**src/rtl/shift_add_multiplier_pkg.sv**
```systemverilog
// Shared arithmetic definitions for the divider / shift-add multiplier pair.
// Holds the common iteration state encoding and the width helpers, so that both
// blocks size their counters and products the same way.
package shift_add_multiplier_pkg;

    // Two-state iteration control shared by the divider and the multiplier
    typedef enum logic [0:0] {
        IDLE = 1'b0,
        RUN  = 1'b1
    } arith_state_e;

    // Iteration counter width: enough bits to count WIDTH steps, never below one bit
    function automatic int counterWidth(input int width);
        int w;
        w = $clog2(width);
        return (w < 1) ? 1 : w;
    endfunction

    // Full-precision product width for two WIDTH-bit unsigned operands
    function automatic int productWidth(input int width);
        return 2 * width;
    endfunction

endpackage

```
**src/rtl/shift_add_multiplier.sv**
```systemverilog
// Iterative shift-add multiplier computing product = A * B + addend, one bit of B
// per clock. Used as the inverse of the divider: feeding it quotient, divisor and
// remainder rebuilds the dividend, and error_out flags triples that the divider
// could never have produced or whose reconstruction does not fit in WIDTH bits.
module shift_add_multiplier
    import shift_add_multiplier_pkg::*;
#(
    parameter int WIDTH = 9
) (
    input  logic                       clk_in,
    input  logic                       rst_in,
    input  logic [WIDTH-1:0]           multiplicand_in,
    input  logic [WIDTH-1:0]           multiplier_in,
    input  logic [WIDTH-1:0]           addend_in,
    input  logic                       data_valid_in,
    output logic [productWidth(WIDTH)-1:0] product_out,
    output logic                       data_valid_out,
    output logic                       error_out,
    output logic                       busy_out
);

    localparam int PW = productWidth(WIDTH);
    localparam int CW = counterWidth(WIDTH);
    localparam logic [CW-1:0] LAST_CNT = CW'(WIDTH - 1);

    arith_state_e       r_state;
    logic [PW-1:0]      r_acc;
    logic [PW-1:0]      r_mcand;
    logic [WIDTH-1:0]   r_mplier;
    logic               r_chk;
    logic [CW-1:0]      r_cnt;
    logic [PW-1:0]      r_product;
    logic               r_validOut;
    logic               r_error;
    logic               r_busy;

    logic [PW-1:0]      w_accNext;
    logic               w_rangeErr;

    // Accumulator value after this iteration's conditional add of the shifted multiplicand
    always_comb begin
        w_accNext = r_acc;
        if (r_mplier[0]) begin
            w_accNext = r_acc + r_mcand;
        end
    end

    // The reconstructed value overflows WIDTH bits when any upper product bit is set
    assign w_rangeErr = |w_accNext[PW-1:WIDTH];

    // Transaction control: accept in IDLE, iterate WIDTH times in RUN, then pulse the result
    always_ff @(posedge clk_in) begin
        if (rst_in) begin
            r_state    <= IDLE;
            r_acc      <= '0;
            r_mcand    <= '0;
            r_mplier   <= '0;
            r_chk      <= 1'b0;
            r_cnt      <= '0;
            r_product  <= '0;
            r_validOut <= 1'b0;
            r_error    <= 1'b0;
            r_busy     <= 1'b0;
        end else begin
            r_validOut <= 1'b0;
            case (r_state)
                IDLE: begin
                    if (data_valid_in) begin
                        r_state  <= RUN;
                        r_acc    <= {{WIDTH{1'b0}}, addend_in};
                        r_mcand  <= {{WIDTH{1'b0}}, multiplicand_in};
                        r_mplier <= multiplier_in;
                        r_chk    <= (addend_in >= multiplier_in);
                        r_cnt    <= '0;
                        r_busy   <= 1'b1;
                    end
                end
                RUN: begin
                    r_acc    <= w_accNext;
                    r_mcand  <= r_mcand << 1;
                    r_mplier <= r_mplier >> 1;
                    r_cnt    <= r_cnt + CW'(1);
                    if (r_cnt == LAST_CNT) begin
                        r_state    <= IDLE;
                        r_product  <= w_accNext;
                        r_validOut <= 1'b1;
                        r_error    <= r_chk | w_rangeErr;
                        r_busy     <= 1'b0;
                    end
                end
                default: begin
                    r_state <= IDLE;
                    r_busy  <= 1'b0;
                end
            endcase
        end
    end

    assign product_out    = r_product;
    assign data_valid_out = r_validOut;
    assign error_out      = r_error;
    assign busy_out       = r_busy;

endmodule

```
**config.mk**
```make
export PLATFORM = sky130hd
export DESIGN_NAME = shift_add_multiplier
export DESIGN_NICKNAME = d
export VERILOG_FILES = /design/src/rtl/shift_add_multiplier_pkg.sv /design/src/rtl/shift_add_multiplier.sv
export SDC_FILE = /design/constraint.sdc
export NUM_CORES = 1
export LEC_CHECK = 0
export CAP_MARGIN = 25
export CORE_MARGIN = 2
export CORE_UTILIZATION = 55
export CTS_BUF_LIST = sky130_fd_sc_hd__clkbuf_16
export CTS_CLUSTER_DIAMETER = 30
export DETAILED_ROUTE_END_ITERATION = 12
export PLACE_DENSITY = 0.87
export SLEW_MARGIN = 15
export SYNTH_ARGS = -nofsm -noshare
export SYNTH_HDL_FRONTEND = slang
export SYNTH_SLANG_ARGS = --single-unit
export TNS_END_PERCENT = 30
```
**constraint.sdc**
```tcl
create_clock -name clk_in -period 3.6 [get_ports clk_in]
set_input_delay 0.36 -clock clk_in [delete_from_list [all_inputs] [get_ports clk_in]]
set_output_delay 0.36 -clock clk_in [all_outputs]
set_load 0.005 [all_outputs]
```
---- Word level (Yosys, flattened, before mapping) ----
Cells that the tools add are included.
word-level totals
  flip-flop bits (word level) ............. 72
  input bits .............................. 30
  logic and storage cells ................. 39
cells by class
  $add $sub $neg .......................... 2
  magnitude comparators ................... 1
  equality and inequality tests ........... 3
  muxes and demuxes ....................... 16
  bitwise gates (word level) .............. 2
  reductions and logical operators ........ 5
operators by type and width
  kind                                            count
  case mux 18 bit (2 select lines)                2
  two-way mux 18 bit                              3
  adder 18 bit                                    1
  case mux 9 bit (2 select lines)                 1
  >= comparator 9 bit                             1
  two-way mux 9 bit                               1
  OR reduction 9 bit                              1
  case mux 4 bit (2 select lines)                 1
  AND reduction 2 bit                             3
  two-way mux 1 bit                               5
  adder 4 x 1 -> 4 bit (second input constant)    1
  equality test 4 bit (second input constant)     1
  two-way mux 4 bit                               1
  case mux 1 bit (2 select lines)                 2
  != test 2 x 1 -> 1 bit (second input constant)  1
  != test 2 bit (second input constant)           1
  OR reduction 2 bit                              1
  inverter 1 bit                                  1
  bitwise OR 1 bit                                1

---- Longest topological paths before layout ----
Gate-level depths: netlist of the first run.
  word-level depth ........................ 4
  mapped depth ............................ 11
  gate-level depth less buffers ........... 10

---- Worst setup path after synthesis of the first run ----
Ideal clock, no wire load.
  path type ............................... reg-to-reg
  from .................................... register r_acc[0]
  to ...................................... register r_error (netlist: error_out)
  setup time .............................. 0.131 ns
  arrival ................................. 2.441 ns
  path slack .............................. 1.028 ns
  cell stages (with the launch flop) ...... 12
  buffers on the path ..................... 1
  period minus slack after synthesis ...... 2.572 ns
  cell sequence ........................... dfxtp_1 -> ha_1 -> fa_1 -> a211oi_2 -> o211a_1 -> or2_1 -> buf_6 -> o221ai_2 -> xor2_1 -> mux2_4 -> nor4_2 -> a31oi_1
on the way
  cells in the longest elaborated chain, start to end .. 4
ends and longest elaborated chain
  item                    line                        source
  from (decl)             shift_add_multiplier.sv:27  logic [PW-1:0] r_acc;
  from (signal assigned)  shift_add_multiplier.sv:70  r_acc <= {{WIDTH{1'b0}}, addend_in};
  from (signal assigned)  shift_add_multiplier.sv:79  r_acc <= w_accNext;
  adder 18 bit            shift_add_multiplier.sv:44  w_accNext = r_acc + r_mcand;
  two-way mux 18 bit      shift_add_multiplier.sv:43  if (r_mplier[0]) begin
  OR reduction 9 bit      shift_add_multiplier.sv:49  assign w_rangeErr = |w_accNext[PW-1:WIDTH];
  bitwise OR 1 bit        shift_add_multiplier.sv:87  r_error <= r_chk | w_rangeErr;
  to (signal assigned)    shift_add_multiplier.sv:87
  to (decl)               shift_add_multiplier.sv:34  logic r_error;
No other way between the ends.
A chain may end at the register's enable or synchronous reset.

---- Worst setup path in the final report of the first run ----
Ends and elaborated chain as after synthesis.

==> metrics.txt, run 1 <==
status finished, final reports clean; path depth of the worst reg2reg path 10; Hold Path Origin rst_in; Post-route DRC 0; register bit total from synthesis 72; Pwr Density 403 nW/um2; Worst setup SP type flop; Reg-to-Reg End error_out; Placer Congestion 0.820; PostCTS Resize Cnt 0; worst-path fanout max 5; clock share of power between 40% and 50%; Fin Setup TNS 0 ns; Post-CTS Setup Inserts 0; GRT Residual Overflow 0; DIE WIDTH 91.6 um; Seq pwr share 42.0%; share of cells above drive strength 1 approximately 8.5%; mapped cell area between 4000 and 5000 um2; Hold Path End product_out[11]; Syn Inst Count 505; peak supply drop 320 uV; GRT Overall Usage approximately a quarter; critical path arrival about 3.2 ns; switching power between 0.5 and 0.6 mW; die area approximately 8400 um2; post-layout util roughly 70%; CTS tree built; syn nets ~560; clk_skew 0.00775 ns; ANT nets after route 0; fmax ~340 MHz; Synth cell types 66; Slew HR approximately 45%; Hold Buf Count CTS 0; hold depth 4; most area-hungry cell type in the Yosys netlist dfxtp_1; commonest non-fill, non-tap cell in the layout nor2_1; Post-synth ARST share 0%; Final Instance Count excl. Fillers around 640; max cap viols 0; CP endpoint kind flop; P_leak 2.03 nW; clock slew at reported path FFs 0.06 ns; Sw Share a little over a quarter; Die Ht 91.6 um; vias in the first global route ~3600; worst slew pin tran slightly above 0.8 ns; Hold Path Class input pin to flop; part of the Yosys area used for sequential elements 34.1%; ranking of synthesized cells by area dfxtp_1 34%, ha_1 8.3%, nor2_1 7.6%; port bufs 50; vias per std cell between 5 and 6; leading cell types in the layout, fill and taps excluded 85 x nor2_1, 71 x dfxtp_1, 51 x a21oi_1, 48 x clkdlybuf4s50_1; drt pass-1 iters 5; Post-DP HPWL 7000 um; max-slew violations 0; Synth Flop Type dfxtp_1; critical path required time about 3.8 ns; clk_lat worst skew ~0.34 ns; setup violators final 0; cts bufs inserted 9; ant diodes 0; DR iter-0 viols ~270; overall power 2.04 mW; Avg WL per Cell 16.0 um; CTS sink count 72; Vias between 3000 and 4000; Max Buffers Root-to-Sink 2; fin nets around 600; post-synth top area share 34.1%; worst reg-to-reg setup slack 0.65 ns; P&R area growth vs syn 19.9%; minimum clock period between 2 and 3 ns; Starting Density between 50 and 60%; initial antenna violation count 0; unrepaired setup endpoints after global routing false; Reg2Reg Launch Point r_acc[0]; total wire length between 10000 and 15000 um; Avg Synthesized Cell Area between 8 and 9 um2; Core Area 7330 um2; Tcrit/Tclk final between 80 and 90%; global-route wire length before repair 17200 um; Post-synth EDFFs 0; Placed Cells 625; largest net degree at the start of global routing between 60 and 70; critical path class flop to flop; root buffer cell clkbuf_16; Final Hold Viols 0; H-tree depth 3; Internal Power between 1 and 1.5 mW; Ys Warns 0; row cnt 31; Comb power frac between 10 and 15%; I/O pin cnt 51
==> power groups by stage <==
stage / Sequential (mW) / Clock [mW] / Combinational, mW
floorplan: 0.856 / 0 / 0.196
global placement: 0.871 / 0 / 0.253
detailed placement: 0.873 / 0 / 0.263
CTS: 0.856 / 0.924 / 0.269
global route: 0.861 / 0.958 / 0.300
finish: 0.857 / 0.912 / 0.273
==> how the worst max path moves through the flow <==
stage	start	to	slack (ns)	cells after the start
floorplan	r_acc[0]	error_out	1.03	11
global placement	r_acc[0]	error_out	0.83	10
detailed placement	r_acc[0]	error_out	0.69	10
finish	r_acc[0]	error_out	0.65	10
CTS	r_acc[0]	error_out	0.66	10
global route	r_acc[0]	error_out	0.48	10
==> area by class of cell <==
type	count	area, um2
Clock inverter	7	77.6
Timing Repair Buffer	55	548
Sequential cell	72	1440
Multi-Input combinational cell	381	2570
Inverter	19	71.3
Clock buffer	9	225
Tap cell	99	124
Fill cell	547	2270
==> cells in the mapped netlist, drive strengths merged (3+ instances only) <==
cell type / count
mux2i: 28
o22ai: 3
nor3: 14
nor2b: 13
xor2: 3
nand2b: 5
o211ai: 4
a21o: 7
a21oi: 55
inv: 19
ha: 28
o21ai: 19
nor3b: 12
nor2: 85
xnor2: 9
a211oi: 27
nand3: 9
buf: 9
dfxtp: 72
nand2: 19
clkbuf: 24
==> kinds of logic after synthesis <==
kind of cell	after synthesis	synth area share, %
fa+ha+maj	29	8.77
mux	30	7.26
xor+xnor	12	2.67
compound gates	137	22.0
simple gates	173	20.3
buf+inv	52	4.89
flops	72	34.1
==> worst max-delay path, cell delays in order (launching register included) <==
cell and delay, ns:
dfxtp_1 0.34, ha_1 0.26, fa_1 0.45, a211oi_2 0.26, o211a_1 0.21, or2_1 0.29, o221ai_2 0.14, xor2_1 0.18
mux2_4 0.29, nor4_2 0.29, a31oi_1 0.13
==> sequential cells by signal, indices dropped and copies added, names as in the netlist <==
signal          cells
busy_out            1
data_valid_out      1
r_chk               1
product_out        18
r_state             1
r_mplier            9
error_out           1
r_mcand            18
r_cnt               4
r_acc              18
==> stage by stage <==
step                cell area, um2  hold WS [ns]  setup slack (ns)
global placement              4720         0.448             0.825
finish                        5060         0.460             0.645
detailed placement            4740         0.469             0.692
floorplan                     4220         0.444              1.03
global route                  5060         0.496             0.478
CTS                           5050         0.448             0.658
==> metal layers <==
layer / GRT usage [%] / up-vias / part of all wire, %
li1: - / 1867 / -
met3: 5.42 / 23 / 5.4
met1: 31.4 / 1755 / 43
met5: 0 / - / 0
met4: 8.33 / 0 / 2.1
met2: 43.5 / 132 / 49
Power figures use the tool's default switching activity.
==> run 2, diff against run 1 <==
==> constraint.sdc (replaced) <==
create_clock -name clk_in -period 2.9 [get_ports clk_in]
set_input_delay 0.29 -clock clk_in [delete_from_list [all_inputs] [get_ports clk_in]]
set_output_delay 0.29 -clock clk_in [all_outputs]
set_load 0.005 [all_outputs]
==> run 2 against run 1 <==
Net effect:
- combinational power up 27%
- largest power group unchanged
- routed wire length decreased by 4.8%
- sequential cell count did not move
- critical endpoint unchanged
- highest routed layer unchanged
- non-clock buffer count up 4
- power rose by 25%
- largest cell class unchanged
- global-route usage is 1.3 points lower
==> metrics.txt, run 2 (synthesis results as in run 1) <==
crit path max-delay cell type fa_1; PostCTS Resize Cnt 0 (unchanged); Post-route DRC 0 (unchanged); DR iter-0 viols 205 (-25%); fmax 366 MHz (+8.2%); met3 Usage GRT 5.26% (-0.16 points); Vias 3710 (-1.8%); Worst setup SP type flop; GRT Residual Overflow 0 (unchanged); I/O pin cnt 51 (unchanged); total wire length 9780 um (-4.8%); critical path class flop to flop; Reg-to-Reg End error_out; max cap viols 0 (unchanged); worst slew pin tran 0.903 ns (+0.0761 ns); Core Area 7330 um2 (unchanged); row cnt 31 (unchanged); critical-path cell list ha_1 > fa_1 > a211oi_2 > o211a_1 > or2_1 > o221ai_2 > xor2_1 > mux2_4 > nor4_2 > a31oi_1; Hold Path Origin rst_in; status finished, final reports clean; path depth of the worst reg2reg path 10 (unchanged); critical path arrival 2.94 ns (-0.22 ns); Reg2Reg Launch Point r_acc[0]; P_leak 2.05 nW (+1.1%); CP endpoint kind flop; commonest non-fill, non-tap cell in the layout nor2_1; ant diodes 0 (unchanged); DIE WIDTH 91.6 um (unchanged); Top Usage Layer GRT met2; Slew HR 39.8% (-5.0 points); Hold Path Class input pin to flop; max-slew violations 0 (unchanged); drt pass-1 iters 4 (-1); P&R area growth vs syn 20.4%; Avg WL per Cell 15.1 um (-5.4%); worst reg-to-reg setup slack 0.17 ns (-0.48 ns); WP buf/inv 0 (unchanged); Post-DP HPWL 6810 um (-2.7%); global-route wire length before repair 16300 um (-5.2%); largest net degree at the start of global routing 65 (-1.5%); critical path required time 3.11 ns (-0.69 ns); Die Ht 91.6 um (unchanged); Pwr Density 504 nW/um2 (+25%); port bufs 50 (unchanged); vias in the first global route 3498 (-3.8%); clock slew at reported path FFs 0.06 ns (about the same); GRT met1 Usage 31.0% (-0.34 points); Hold Path End r_acc[17]; Finished Cell Area 5080 um2 (+0.42%); Placer Congestion 0.892 (+8.7%); H-tree depth 3 (unchanged); fin nets 601 (+0.67%); area post-placement 4760 um2 (+0.37%); vias per std cell 5.74 (-2.4%); CTS sink count 72 (unchanged); Hold Buf Count CTS 0 (unchanged); root buffer cell clkbuf_16; CTS tree built; Final Instance Count excl. Fillers 646 (+0.62%); met2 usage in global routing 39.4% (-4.1 points); peak supply drop 381 uV (+19%); Tcrit/Tclk final 94.2% (+12 points); Critical Path Max Stage Delay 0.44 ns (about the same); overall power 2.56 mW (+25%); worst-path fanout max 3 (-2); initial antenna violation count 0 (unchanged); Final Hold Viols 0 (unchanged); Max Buffers Root-to-Sink 2 (unchanged); Starting Density 57.6% (unchanged); Placed Cells 629 (+0.64%); die area 8390 um2 (unchanged); clk_lat worst skew 0.33 ns (about the same); ANT nets after route 0 (unchanged); Post-CTS Setup Inserts 0 (unchanged); minimum clock period 2.73 ns (-0.223 ns); leading cell types in the layout, fill and taps excluded 85 x nor2_1, 71 x dfxtp_1, 51 x a21oi_1, 48 x clkdlybuf4s50_1; cts bufs inserted 9 (unchanged); share of cells above drive strength 1 8.78% (+0.30 points); clk_skew 0.00706 ns (-0.000692 ns); CP delay by family, top compound AO/OA/AOI/OAI gates; GRT Overall Usage 24.0% (-1.3 points); setup violators final 0 (unchanged); hold depth 3 (-1)
[run 2: how the worst max path moves through the flow]
| stage | start | endpoint | slack, ns | cells past startpoint |
|---|---|---|---|---|
| global placement | r_acc[0] | error_out | 0.23 | 10 |
| floorplan | r_acc[0] | error_out | 0.33 | 11 |
| CTS | r_acc[0] | error_out | 0.17 | 10 |
| global route | r_acc[0] | error_out | -0.004 | 10 |
| detailed placement | r_acc[0] | error_out | 0.18 | 10 |
| finish | r_acc[0] | error_out | 0.17 | 10 |
[run 2: area by class of cell]
cell class / count / area, um2
repair buffers: 59 / 558
fillers: 554 / 2250
flip-flops and latches: 72 / 1440
inverters: 19 / 71.3
clock buffers: 9 / 225
clock inverters: 7 / 88.8
well taps: 99 / 124
multi-input cells: 381 / 2570
[run 2: tightest hold or removal path, stage by stage]
cell,delay (ns)
buf_2,0.10
or4b_2,0.11
o21ai_1,0.05
[run 2: power by group]
group	total [mW]	switching (mW)	internal (mW)	leakage [nW]
sequential	1.05	0.0268	1.02	0.586
combinational	0.347	0.193	0.154	1.31
clock	1.16	0.419	0.746	0.158
total	2.56	0.639	1.92	2.05
[run 2: routing by layer]
layer / part of all wire, % / routed length [um] / up-vias
li1: - / - / 1867
met1: 48 / 4670 / 1747
met2: 46 / 4540 / 79
met3: 4.0 / 393 / 17
met4: 1.8 / 175 / 0
met5: 0 / 0 / -
[run 2: metrics by stage]
| step | utilization (%) | setup TNS [ns] | hold slack [ns] | setup WS (ns) |
|---|---|---|---|---|
| final | 69.3 | 0 | 0.255 | 0.169 |
| after floorplan | - | 0 | 0.444 | 0.328 |
| after detailed placement | 65.0 | 0 | 0.466 | 0.181 |
| after CTS | 69.2 | 0 | 0.247 | 0.171 |
| after global placement | 65.0 | 0 | 0.447 | 0.233 |
| after global routing | 69.3 | -0.00365 | 0.276 | -0.00365 |
==> run 3, diff against run 2 <==
--- a/config.mk
+++ b/config.mk
@@ -11,7 +11,7 @@
 export CTS_BUF_LIST = sky130_fd_sc_hd__clkbuf_16
 export CTS_CLUSTER_DIAMETER = 30
 export DETAILED_ROUTE_END_ITERATION = 12
-export PLACE_DENSITY = 0.87
+export PLACE_DENSITY = 0.79
 export SLEW_MARGIN = 15
 export SYNTH_ARGS = -nofsm -noshare
 export SYNTH_HDL_FRONTEND = slang
==> constraint.sdc (replaced) <==
create_clock -name clk_in -period 2.79 [get_ports clk_in]
set_input_delay 0.279 -clock clk_in [delete_from_list [all_inputs] [get_ports clk_in]]
set_output_delay 0.279 -clock clk_in [all_outputs]
set_load 0.005 [all_outputs]
==> run 3 against run 2 <==
Net effect:
- sequential cell count did not move
- die area did not move
- final cell count rose by 0.15%
- clock skew fell by 0.0011 ns
- maximum frequency rose by 3.4%
- sequential power rose by 4%
- critical path depth did not move
- worst hold slack improved by 0.18 ns
==> metrics.txt, run 3 (synthesis results as in run 1) <==
ant diodes 0 (unchanged); hold depth 2 (-1); critical-path cell list ha_1 > fa_2 > a211oi_2 > o211a_1 > or2_4 > o221ai_2 > xor2_1 > mux2_4 > nor4_2 > a31oi_1; path depth of the worst reg2reg path 10 (unchanged); setup violators final 0 (unchanged); critical path class flop to flop; worst reg-to-reg setup slack 0.15 ns (-0.02 ns); P_leak 2.06 nW (+0.69%); clk_lat worst skew 0.34 ns (about the same); leading cell types in the layout, fill and taps excluded 85 x nor2_1, 71 x dfxtp_1, 51 x a21oi_1, 48 x clkdlybuf4s50_1; CTS sink count 72 (unchanged); critical path required time 2.99 ns (-0.12 ns); GRT Residual Overflow 0 (unchanged); Setup crit start r_acc[0]; CP delay by family, top compound AO/OA/AOI/OAI gates; fin nets 602 (+0.17%); Reg-to-Reg End error_out; drt pass-1 iters 5 (+1); Fillers 586 (+5.8%); ANT nets after route 0 (unchanged); Worst setup SP type flop; H-tree depth 3 (unchanged); row cnt 31 (unchanged); max-slew violations 0 (unchanged); register area 1440 um2 (unchanged); clock slew at reported path FFs 0.06 ns (about the same); P&R area growth vs syn 21.3%; DR iter-0 viols 165 (-20%); Hold Path Class input pin to flop; global-route wire length before repair 16600 um (+1.7%); vias in the first global route 3476 (-0.63%); max cap viols 0 (unchanged); Core Area 7330 um2 (unchanged); fmax 379 MHz (+3.4%); minimum clock period 2.64 ns (-0.0901 ns); CP endpoint kind flop; WHS 0.437 ns (+0.182 ns); Reg2Reg Launch Point r_acc[0]; Hold Path Origin rst_in; Post-route DRC 0 (unchanged); worst-path fanout max 3 (unchanged); I/O pin cnt 51 (unchanged); multi-input logic area 2580 um2 (+0.19%); share of cells above drive strength 1 9.31% (+0.53 points); Critical Path Max Stage Delay 0.39 ns (-0.05 ns); total wire length 9950 um (+1.7%); Starting Density 57.6% (unchanged); CTS tree built; commonest non-fill, non-tap cell in the layout nor2_1; critical path arrival 2.85 ns (-0.09 ns); Hold Path End r_acc[10]; WP buf/inv 0 (unchanged); Fin Setup TNS 0 ns (unchanged); initial antenna violation count 0 (unchanged); Placer Congestion 0.859 (-3.7%); Post-DP HPWL 6980 um (+2.4%); peak supply drop 327 uV (-14%); Vias 3724 (+0.38%); Tcrit/Tclk final 94.7% (+0.49 points); unrepaired setup endpoints after global routing false; Pwr Density 538 nW/um2 (+6.8%); worst slew pin tran 0.803 ns (-0.0993 ns); Max Buffers Root-to-Sink 2 (unchanged); cts bufs inserted 9 (unchanged); root buffer cell clkbuf_16; Slew HR 46.4% (+6.6 points); status finished, final reports clean; Hold Buf Count CTS 0 (unchanged); die area 8390 um2 (unchanged); crit path max-delay cell type fa_2; clk_skew 0.00597 ns (-0.00109 ns); largest net degree at the start of global routing 45 (-31%); Die Ht 91.6 um (unchanged); port bufs 50 (unchanged); DIE WIDTH 91.6 um (unchanged); Avg WL per Cell 15.4 um (+1.6%); Final Hold Viols 0 (unchanged); GRT Overall Usage 24.3% (+0.34 points); vias per std cell 5.76 (+0.22%)
[run 3: worst max path at each step]
stage,endpoint,slack [ns],cells after the start
final,error_out,0.15,10
after global routing,error_out,0.01,10
after CTS,error_out,0.02,10
after detailed placement,error_out,0.05,10
after global placement,error_out,0.11,10
after floorplan,error_out,0.22,11
[run 3: report_power, final]
group | total (mW) | internal (mW) | switching, mW
clock network | 1.30 | 0.866 | 0.434
registers | 1.09 | 1.06 | 0.0317
logic | 0.359 | 0.161 | 0.199
total | 2.75 | 2.09 | 0.665
[run 3: routing by layer]
layer | track usage, % | wire length, um | share of wire, % | vias to the layer above
met5 | 0 | 0 | 0 | -
met4 | 6.31 | 87 | 0.87 | 0
met3 | 5.18 | 468 | 4.7 | 9
met2 | 41.6 | 4790 | 48 | 91
met1 | 31.1 | 4610 | 46 | 1747
li1 | - | - | - | 1877
[run 3: per-stage QoR]
stage | util (%) | area [um2] | total power, mW | worst slack, ns | std cells
2_1_floorplan | - | 4220 | 1.36 | 0.218 | 505
3_3_place_gp | 65.1 | 4770 | 1.45 | 0.106 | 630
3_5_place_dp | 65.1 | 4770 | 1.47 | 0.0529 | 630
4_1_cts | 69.7 | 5110 | 2.77 | 0.0227 | 646
5_1_grt | 69.8 | 5120 | 2.86 | 0.0111 | 647
6_report | 69.8 | 5120 | 2.75 | 0.149 | 647
[run 3: timing repair]
item | CTS | global route
buffers inserted | 0 | 1
setup endpoints to repair | 0 | 1
resized for setup | 0 | 2
[run 3: cell type report]
class                      count  share of cell area, %
clock buffer                   9                   4.40
multi-input combinational    381                   50.4
tap                           99                   2.42
inverter                      19                   1.39
clock inverter                 7                   2.18
sequential                    72                   28.2
timing repair buffer          60                   11.0
